**src/rtl/gate_test_pkg.sv**
```systemverilog
// Shared types and expected truth tables for the 2-input gate self-test sequencer.
package gate_test_pkg;

   typedef enum logic [1:0] {
      ST_IDLE   = 2'd0,
      ST_DRIVE  = 2'd1,
      ST_SAMPLE = 2'd2,
      ST_DONE   = 2'd3
   } state_e;

   // Bit k is the expected output for stimulus k, where stim[1]=A and stim[0]=B.
   localparam logic [3:0] EXP_NOR  = 4'b0001;
   localparam logic [3:0] EXP_OR   = 4'b1110;
   localparam logic [3:0] EXP_AND  = 4'b1000;
   localparam logic [3:0] EXP_NAND = 4'b0111;
   localparam logic [3:0] EXP_XOR  = 4'b0110;
   localparam logic [3:0] EXP_XNOR = 4'b1001;

endpackage

```
**src/rtl/gate_settle_timer.sv**
```systemverilog
// Settle window counter.
// Counts enabled cycles from a clear and flags the last cycle of the window.
module gate_settle_timer
   import gate_test_pkg::*;
#(
   parameter int unsigned SETTLE_CYCLES = 2
) (
   input  logic clk,
   input  logic rst_n,
   input  logic clear,
   input  logic enable,
   output logic expired_c
);

   localparam int unsigned CW = (SETTLE_CYCLES > 1) ? $clog2(SETTLE_CYCLES) : 1;
   localparam logic [CW-1:0] LAST = CW'(SETTLE_CYCLES - 1);

   logic [CW-1:0] cnt_q, cnt_d;

   assign expired_c = (cnt_q == LAST);

   // Saturates at LAST so a single-cycle window never wraps.
   always_comb begin
      cnt_d = cnt_q;
      if (clear) begin
         cnt_d = '0;
      end else if (enable && !expired_c) begin
         cnt_d = cnt_q + CW'(1);
      end
   end

   always_ff @(posedge clk or negedge rst_n) begin
      if (!rst_n) begin
         cnt_q <= '0;
      end else begin
         cnt_q <= cnt_d;
      end
   end

endmodule

```
**src/rtl/gate_selftest_seq.sv**
```systemverilog
// Truth-table self-test sequencer: drives every input vector onto a gate,
// waits a settle window, samples the gate output and accumulates mismatches.
module gate_selftest_seq
   import gate_test_pkg::*;
#(
   parameter int unsigned               N_INPUTS      = 2,
   parameter int unsigned               SETTLE_CYCLES = 2,
   parameter logic [(2**N_INPUTS)-1:0]  EXP_TABLE     = EXP_NOR
) (
   input  logic                         clk,
   input  logic                         rst_n,
   input  logic                         start,
   output logic [N_INPUTS-1:0]          stim,
   input  logic                         dut_out,
   output logic                         busy,
   output logic                         done,
   output logic                         pass,
   output logic [N_INPUTS:0]            fail_count,
   output logic [(2**N_INPUTS)-1:0]     fail_mask
);

   localparam int unsigned V   = 2**N_INPUTS;
   localparam int unsigned FCW = N_INPUTS + 1;
   localparam logic [N_INPUTS-1:0] LAST_IDX = N_INPUTS'(V - 1);

   state_e              state_q, state_d;
   logic [N_INPUTS-1:0] stim_q, stim_d;
   logic [N_INPUTS-1:0] idx_q, idx_d;
   logic [FCW-1:0]      fcnt_q, fcnt_d;
   logic [V-1:0]        fmask_q, fmask_d;
   logic                busy_q, busy_d;
   logic                done_q, done_d;
   logic                pass_q, pass_d;

   logic tmr_clear_c, tmr_en_c, tmr_expired_c;
   logic mismatch_c;

   gate_settle_timer #(
      .SETTLE_CYCLES (SETTLE_CYCLES)
   ) u_timer (
      .clk       (clk),
      .rst_n     (rst_n),
      .clear     (tmr_clear_c),
      .enable    (tmr_en_c),
      .expired_c (tmr_expired_c)
   );

   // Case inequality so an X or Z from the gate is scored as a failure.
   assign mismatch_c = (dut_out !== EXP_TABLE[idx_q]);

   always_comb begin
      state_d     = state_q;
      stim_d      = stim_q;
      idx_d       = idx_q;
      fcnt_d      = fcnt_q;
      fmask_d     = fmask_q;
      busy_d      = busy_q;
      done_d      = done_q;
      pass_d      = pass_q;
      tmr_clear_c = 1'b0;
      tmr_en_c    = 1'b0;

      case (state_q)
         ST_IDLE, ST_DONE: begin
            if (start) begin
               state_d     = ST_DRIVE;
               stim_d      = '0;
               idx_d       = '0;
               fcnt_d      = '0;
               fmask_d     = '0;
               busy_d      = 1'b1;
               done_d      = 1'b0;
               pass_d      = 1'b0;
               tmr_clear_c = 1'b1;
            end
         end
         ST_DRIVE: begin
            tmr_en_c = 1'b1;
            if (tmr_expired_c) begin
               state_d = ST_SAMPLE;
            end
         end
         ST_SAMPLE: begin
            tmr_clear_c = 1'b1;
            if (mismatch_c) begin
               fmask_d[idx_q] = 1'b1;
               fcnt_d         = fcnt_q + FCW'(1);
            end
            if (idx_q == LAST_IDX) begin
               state_d = ST_DONE;
               busy_d  = 1'b0;
               done_d  = 1'b1;
               pass_d  = (fcnt_d == '0);
            end else begin
               state_d = ST_DRIVE;
               idx_d   = idx_q + N_INPUTS'(1);
               stim_d  = idx_q + N_INPUTS'(1);
            end
         end
         default: begin
            state_d = ST_IDLE;
         end
      endcase
   end

   always_ff @(posedge clk or negedge rst_n) begin
      if (!rst_n) begin
         state_q <= ST_IDLE;
         stim_q  <= '0;
         idx_q   <= '0;
         fcnt_q  <= '0;
         fmask_q <= '0;
         busy_q  <= 1'b0;
         done_q  <= 1'b0;
         pass_q  <= 1'b0;
      end else begin
         state_q <= state_d;
         stim_q  <= stim_d;
         idx_q   <= idx_d;
         fcnt_q  <= fcnt_d;
         fmask_q <= fmask_d;
         busy_q  <= busy_d;
         done_q  <= done_d;
         pass_q  <= pass_d;
      end
   end

   assign stim       = stim_q;
   assign busy       = busy_q;
   assign done       = done_q;
   assign pass       = pass_q;
   assign fail_count = fcnt_q;
   assign fail_mask  = fmask_q;

endmodule
```
**config.mk**
```make
export PLATFORM = sky130hd
export DESIGN_NAME = gate_selftest_seq
export DESIGN_NICKNAME = d
export VERILOG_FILES = /design/src/rtl/gate_test_pkg.sv /design/src/rtl/gate_settle_timer.sv /design/src/rtl/gate_selftest_seq.sv
export SDC_FILE = /design/constraint.sdc
export NUM_CORES = 1
export LEC_CHECK = 0
export BUFFER_PORTS_ARGS = -buffer_cell sky130_fd_sc_hd__buf_2
export CAP_MARGIN = 20
export CORE_MARGIN = 2
export CORE_UTILIZATION = 48
export DETAILED_ROUTE_END_ITERATION = 10
export GPL_TIMING_DRIVEN = 0
export PLACE_DENSITY = 0.73
export SETUP_SLACK_MARGIN = 0.02
export SYNTH_ARGS = -nofsm -noshare
export SYNTH_HDL_FRONTEND = slang
export SYNTH_SLANG_ARGS = --single-unit
export TNS_END_PERCENT = 1
```
**constraint.sdc**
```tcl
create_clock -name clk -period 1.5 [get_ports clk]
set_input_delay 0.3 -clock clk [delete_from_list [all_inputs] [get_ports clk]]
set_output_delay 0.3 -clock clk [all_outputs]
set_load 0.03 [all_outputs]
```
[Word-level counts from Yosys, hierarchy flattened]
Cells that the tools add are included.
Word-level totals
  register bits: 15
  input port bits: 4
Operators by class
  mux-type cells: 31
  reductions and logical operators: 13
  magnitude comparators: 2
  add/sub/neg operators: 3
  eq/ne operators: 10
  bitwise operators: 1
Operator list (count)
  $mux W1: 11
  $mux W2: 5
  $mux W3: 3
  $reduce_and A3 Y1: 3
  $mux W4: 2
  $ne A2 B2 Y1 const B: 4
  $pmux W1 S2: 4
  $pmux W4 S2: 1
  $eq A2 B2 Y1 const B: 3
  $pmux W2 S3: 1
  $pmux W3 S2: 1
  $or A4 B4 Y4: 1
  $pmux W2 S2: 1
  $reduce_and A2 Y1: 2
  $reduce_bool A2 Y1: 2
  $add A3 B1 Y3 const B: 1
  $logic_not A3 Y1: 1
  $lt A2 B3 Y1 const B: 1
  $add A2 B1 Y2 const B: 1
  $bmux W1 S2: 1
  $demux W1 S2: 1
  $eq A2 B1 Y1 const B: 1
  $ge A2 B1 Y1 const B: 1
  $logic_and A1 B1 Y1: 2
  other kinds (6): 6

[Logic depth before layout (Yosys ltp)]
  depth in word-level cells: 8
  mapped depth: 7
  depth with buffers taken out: 6

[Modules after synthesis]
From an unflattened synthesis, not the netlist that was laid out.
Second synthesis, totals
  cell total of the unflattened synthesis: 110
  area, all modules: 962.2 um2
Modules (own cells, without submodules)
  gate_selftest_seq: cells an instance 108, times used 1, area an instance 927.1 um2
  gate_settle_timer: cells an instance 2, times used 1, area an instance 35.0 um2

[Worst setup path after synthesis]
Ideal clock, no wire load.
  path kind: reg2reg
  start point: register idx_q[0]
  end point: register pass_q (netlist: pass)
  stages on the path, launching flop included: 8
  period minus slack after synthesis: 1804 ps
  data required time: 1397 ps
  setup slack: -304 ps
  buffers on the path: 1
  setup time: 103 ps
  arrival: 1700 ps
  cell sequence: dfrtp_1 -> inv_1 -> ha_1 -> xor2_1 -> buf_6 -> nor3_1 -> a31oi_1 -> o41ai_2
Between the ends
  longest elaborated chain between the ends: 8
  elaborated cells on any way between the ends: 11
  classes of those cells: eq/ne: 3; mux: 6; reduce/logical: 2
Ends and longest elaborated chain
  start, declared: RTL line gate_selftest_seq.sv:28  | logic [N_INPUTS-1:0] idx_q, idx_d;
  start signal, assigned: RTL line gate_selftest_seq.sv:119  | idx_q <= idx_d;
  $bmux W1 S2: RTL line gate_selftest_seq.sv:49  | assign mismatch_c = (dut_out !== EXP_TABLE[idx_q]);
  $mux W1 (implied by the code): RTL line gate_selftest_seq.sv:49
  $nex A1 B1 Y1: RTL line gate_selftest_seq.sv:49
  $mux W3: RTL line gate_selftest_seq.sv:85  | if (mismatch_c) begin
  $mux W3: RTL line gate_selftest_seq.sv:63  | case (state_q)
  $logic_not A3 Y1: RTL line gate_selftest_seq.sv:93  | pass_d = (fcnt_d == '0);
  $mux W1: RTL line gate_selftest_seq.sv:89  | if (idx_q == LAST_IDX) begin
  $pmux W1 S2: RTL line gate_selftest_seq.sv:63
  end signal, assigned: RTL line gate_selftest_seq.sv:124  | pass_q <= pass_d;
  end, declared: RTL line gate_selftest_seq.sv:33  | logic pass_q, pass_d;
Parallel ways exist; a longest one is shown, timed or not. The select of a mux whose other input is x is not followed.
A chain may end at the register's enable or synchronous reset.

[Worst setup path in the final report]
  start point: register idx_q[1]
  end point: register pass_q (netlist: pass)
Same word-level chain as after synthesis.

==> run summary <==
======================================================================================================
Routed length per placed instance                                                         13.96 microns
Via count                                                                                          857
GRT met3 Usage                                                                                  3.774%
Skew-Pair Late Insertion Delay                                                                 0.29 ns
Post-detailed-placement half-perimeter wirelength                                         1395 microns
Post-synthesis area per instance                                                           9.126 sq um
Vias/cell                                                                                        5.601
Die Ht                                                                                    48.04 microns
Global-route congestion overflow total                                                               0
Slowest Stage Delay on Critical Path                                                           0.46 ns
Post-synthesis net count                                                                           114
Final wirelength                                                                          2136 microns
Combinational fraction of design power                                                           60.4%
Power density normalized to cell area                                                     1759 nW/um^2
Post-layout net count                                                                              141
Count of antenna-violating nets left after detailed routing                                          0
Initial DRC Count                                                                                   49
Slowest library cell on the worst path                                                         dfrtp_2
Count of cell types in the netlist                                                                  30
Number of placed I/O pins                                                                           16
Count of endpoints failing hold in the final timing report                                           0
Most frequent cells in the layout                                                         15 x buf_2, 13 x dfrtp_1, 12 x o21ai_0
Crit path capture type                                                                            flop
Largest net degree at the start of global routing                                                   16
Most used DFF post-synth                                                                       dfrtp_1
Final worst path period share                                                                   99.17%
Global-route wire length before repair                                                    3277 microns
CP Data Required Time                                                                          1.69 ns
Part of the total power dissipated in the clock network                                          11.6%
Crit Path Class                                                                                reg2reg
Switching power                                                                            0.0009670 W
Slew of the pin with the lowest slew margin                                                  0.3864 ns
H-tree depth reported by CTS                                                                         1
Number of antenna violations at the first check in global routing                                    0
Area of the mapped netlist                                                                 930.9 sq um
Initial Utilization                                                                             52.21%
Flip-flop and latch count after synthesis                                                           15
Layout filler cell count                                                                           150
Synthesis-to-layout area growth                                                                 28.63%
Slew margin rel.                                                                                74.24%
Number of instances in the synthesized netlist                                                     102
Worst hold path class                                                                           in2reg
Width of the chip                                                                         48.04 microns
Worst hold slack                                                                             0.4110 ns
Internal power                                                                              0.001139 W
Critical path peak fanout                                                                            5
Number of core rows                                                                                 15
Proportion of total power due to net switching                                                  45.91%
Final Skew                                                                                  0.01081 ns
Setup repair after global routing missed its margin                                               true
Most utilized layer in the global route result                                                    met2
Number of buffer cells added on primary ports                                                       15
Clk root buf                                                                                  clkbuf_4
Total global routing track utilization                                                          20.65%
Setup-violating endpoint count in the final report                                                   0
Share of final-layout standard cells stronger than drive strength 1                             32.81%
Sum of internal, switching and leakage power                                                0.002106 W
Clock period minus worst slack                                                                1.488 ns
WP buf/inv                                                                                           1
Clock transition at the register clock pins on the worst setup and hold paths after CTS        0.11 ns
Async set-or-reset flop fraction in the synthesized netlist                                     100.0%
Final Wtd Congestion                                                                            0.7767
Setup crit start kind                                                                             flop
Number of max-capacitance violations reported                                                        0
Maximum frequency from static timing analysis                                                672.2 MHz
DRC Markers                                                                                          0
Met1 layer usage reported by global route                                                       30.14%
Maximum root-to-sink buffer count                                                                    2
Sequential-to-total area share from yosys stat                                                  40.32%
Area occupied by registers                                                                 377.9 sq um
Highest ir drop seen on vdd                                                                   1.045 mV
Static power due to leakage                                                                  0.5820 nW
Max-slew violation total from the final report                                                       0
Clock buffers created by TritonCTS                                                                   3
Total number of yosys warnings                                                                       0
Fraction of met2 tracks used by global routing                                                  30.67%
Number of synthesized flops with an enable pin                                                       0
Outcome                                                                                   complete, no violations
Clock tree from TritonCTS                                                                         done
Worst-path cell chain                                                                     inv_2 > ha_4 > xor2_4 > nand2_2 > xnor2_2 > o41ai_2
Vias in the first global route                                                                     716
DR pass1 iterations                                                                                  4
Sinks on the clock net                                                                              15
Core area                                                                                   1783 sq um
N_diodes                                                                                             0
Most common cell after layout, fill and taps aside                                               buf_2
Worst path top cell family by delay                                                         flip-flops
Signal arrival time at the worst endpoint                                                      1.68 ns
Relative contribution of sequential cells to total power                                         28.1%
Die Area                                                                                    2308 sq um
Multi-input combinational cell area                                                        559.3 sq um
======================================================================================================
==> layer usage <==
metal	vias up	routed length, microns	share of wire [%]
met3	2	119	5.6
met4	0	14	0.66
met1	398	1005	47
met2	35	997	47
li1	422	-	-
met5	-	0	0
==> registers in the layout, indices dropped and copies added (netlist names) <==
name,count
u_timer.expired_c,1
done,1
pass,1
busy,1
idx_q,2
fail_mask,4
fail_count,3
state_q,2
==> power groups by stage <==
stage / logic [W] / clock network [W] / registers, W
floorplan: 0.000710 / 0 / 0.000685
global placement: 0.00102 / 0 / 0.000596
detailed placement: 0.00104 / 0 / 0.000605
CTS: 0.00113 / 0.000248 / 0.000600
global route: 0.00139 / 0.000260 / 0.000602
finish: 0.00127 / 0.000243 / 0.000592
==> worst paths after layout <==
kind	start	end	slack, ns	depth (start not counted)
max reg2reg	idx_q[1]	pass	0.01	6
max	idx_q[1]	pass	0.01	6
min	start	state_q[0]	0.41	3
min in group asynchronous	rst_n	state_q[0]	0.44	2
min reg2reg	pass	pass	0.51	2
max in group asynchronous	rst_n	idx_q[0]	0.77	2
==> metrics by stage <==
step	instance area (sq um)	util (%)	TNS (ns)	cells	setup slack [ns]
floorplan	958.4	-	-0.005529	102	-0.005529
global placement	1065	59.72	-0.4946	142	-0.1408
detailed placement	1065	59.72	-0.5677	142	-0.1469
CTS	1135	63.65	-0.009457	147	-0.009457
global route	1197	67.16	-0.1052	153	-0.03885
finish	1197	67.16	0	153	0.01241
==> cells by family after synthesis <==
kind of cell,after synthesis,synth area share [%]
adder cells (fa/ha/maj),8,10.75
AND/OR/NAND/NOR,24,13.44
XOR/XNOR,2,1.882
buffers and inverters,14,6.720
multiplexers,2,2.151
AO/OA/AOI/OAI,37,24.73
flip-flops,15,40.32
==> synth_stat cells, drive strengths merged, types with 2 or more instances <==
cell	n	share of area, %
nor3	2	1.1
clkbuf	2	0.81
nand2	3	1.2
dfrtp	15	40
nor2b	3	2.0
a21oi	9	4.8
a22o	2	1.9
inv	9	3.6
a31oi	5	3.4
nand3	3	1.6
ha	8	11
buf	3	2.3
nor2	6	2.4
mux2i	2	2.2
nand2b	3	2.0
o21ai	13	7.0
o221ai	2	1.9
==> cell type report <==
class                      instances  area share, %
buffer                             5          2.926
clock buffer                       3          1.881
clock inverter                     1         0.4180
timing repair buffer              22          10.87
tap                               25          2.612
sequential                        15          31.56
inverter                           9          3.030
multi-input combinational         73          46.71
==> what timing repair did <==
action,4_1_cts,5_1_grt
gates resized for setup,6,4
hold buffers,1,0
pin swaps,0,2
endpoints found under the hold margin,15,0
buffers inserted,0,6
gates cloned,0,0
endpoints found under the setup margin,13,9
==> worst min-delay path: stages <==
cell,delay (ns)
buf_2,0.14
nor2b_2,0.09
o21ai_0,0.14
Power figures use the tool's default switching activity.
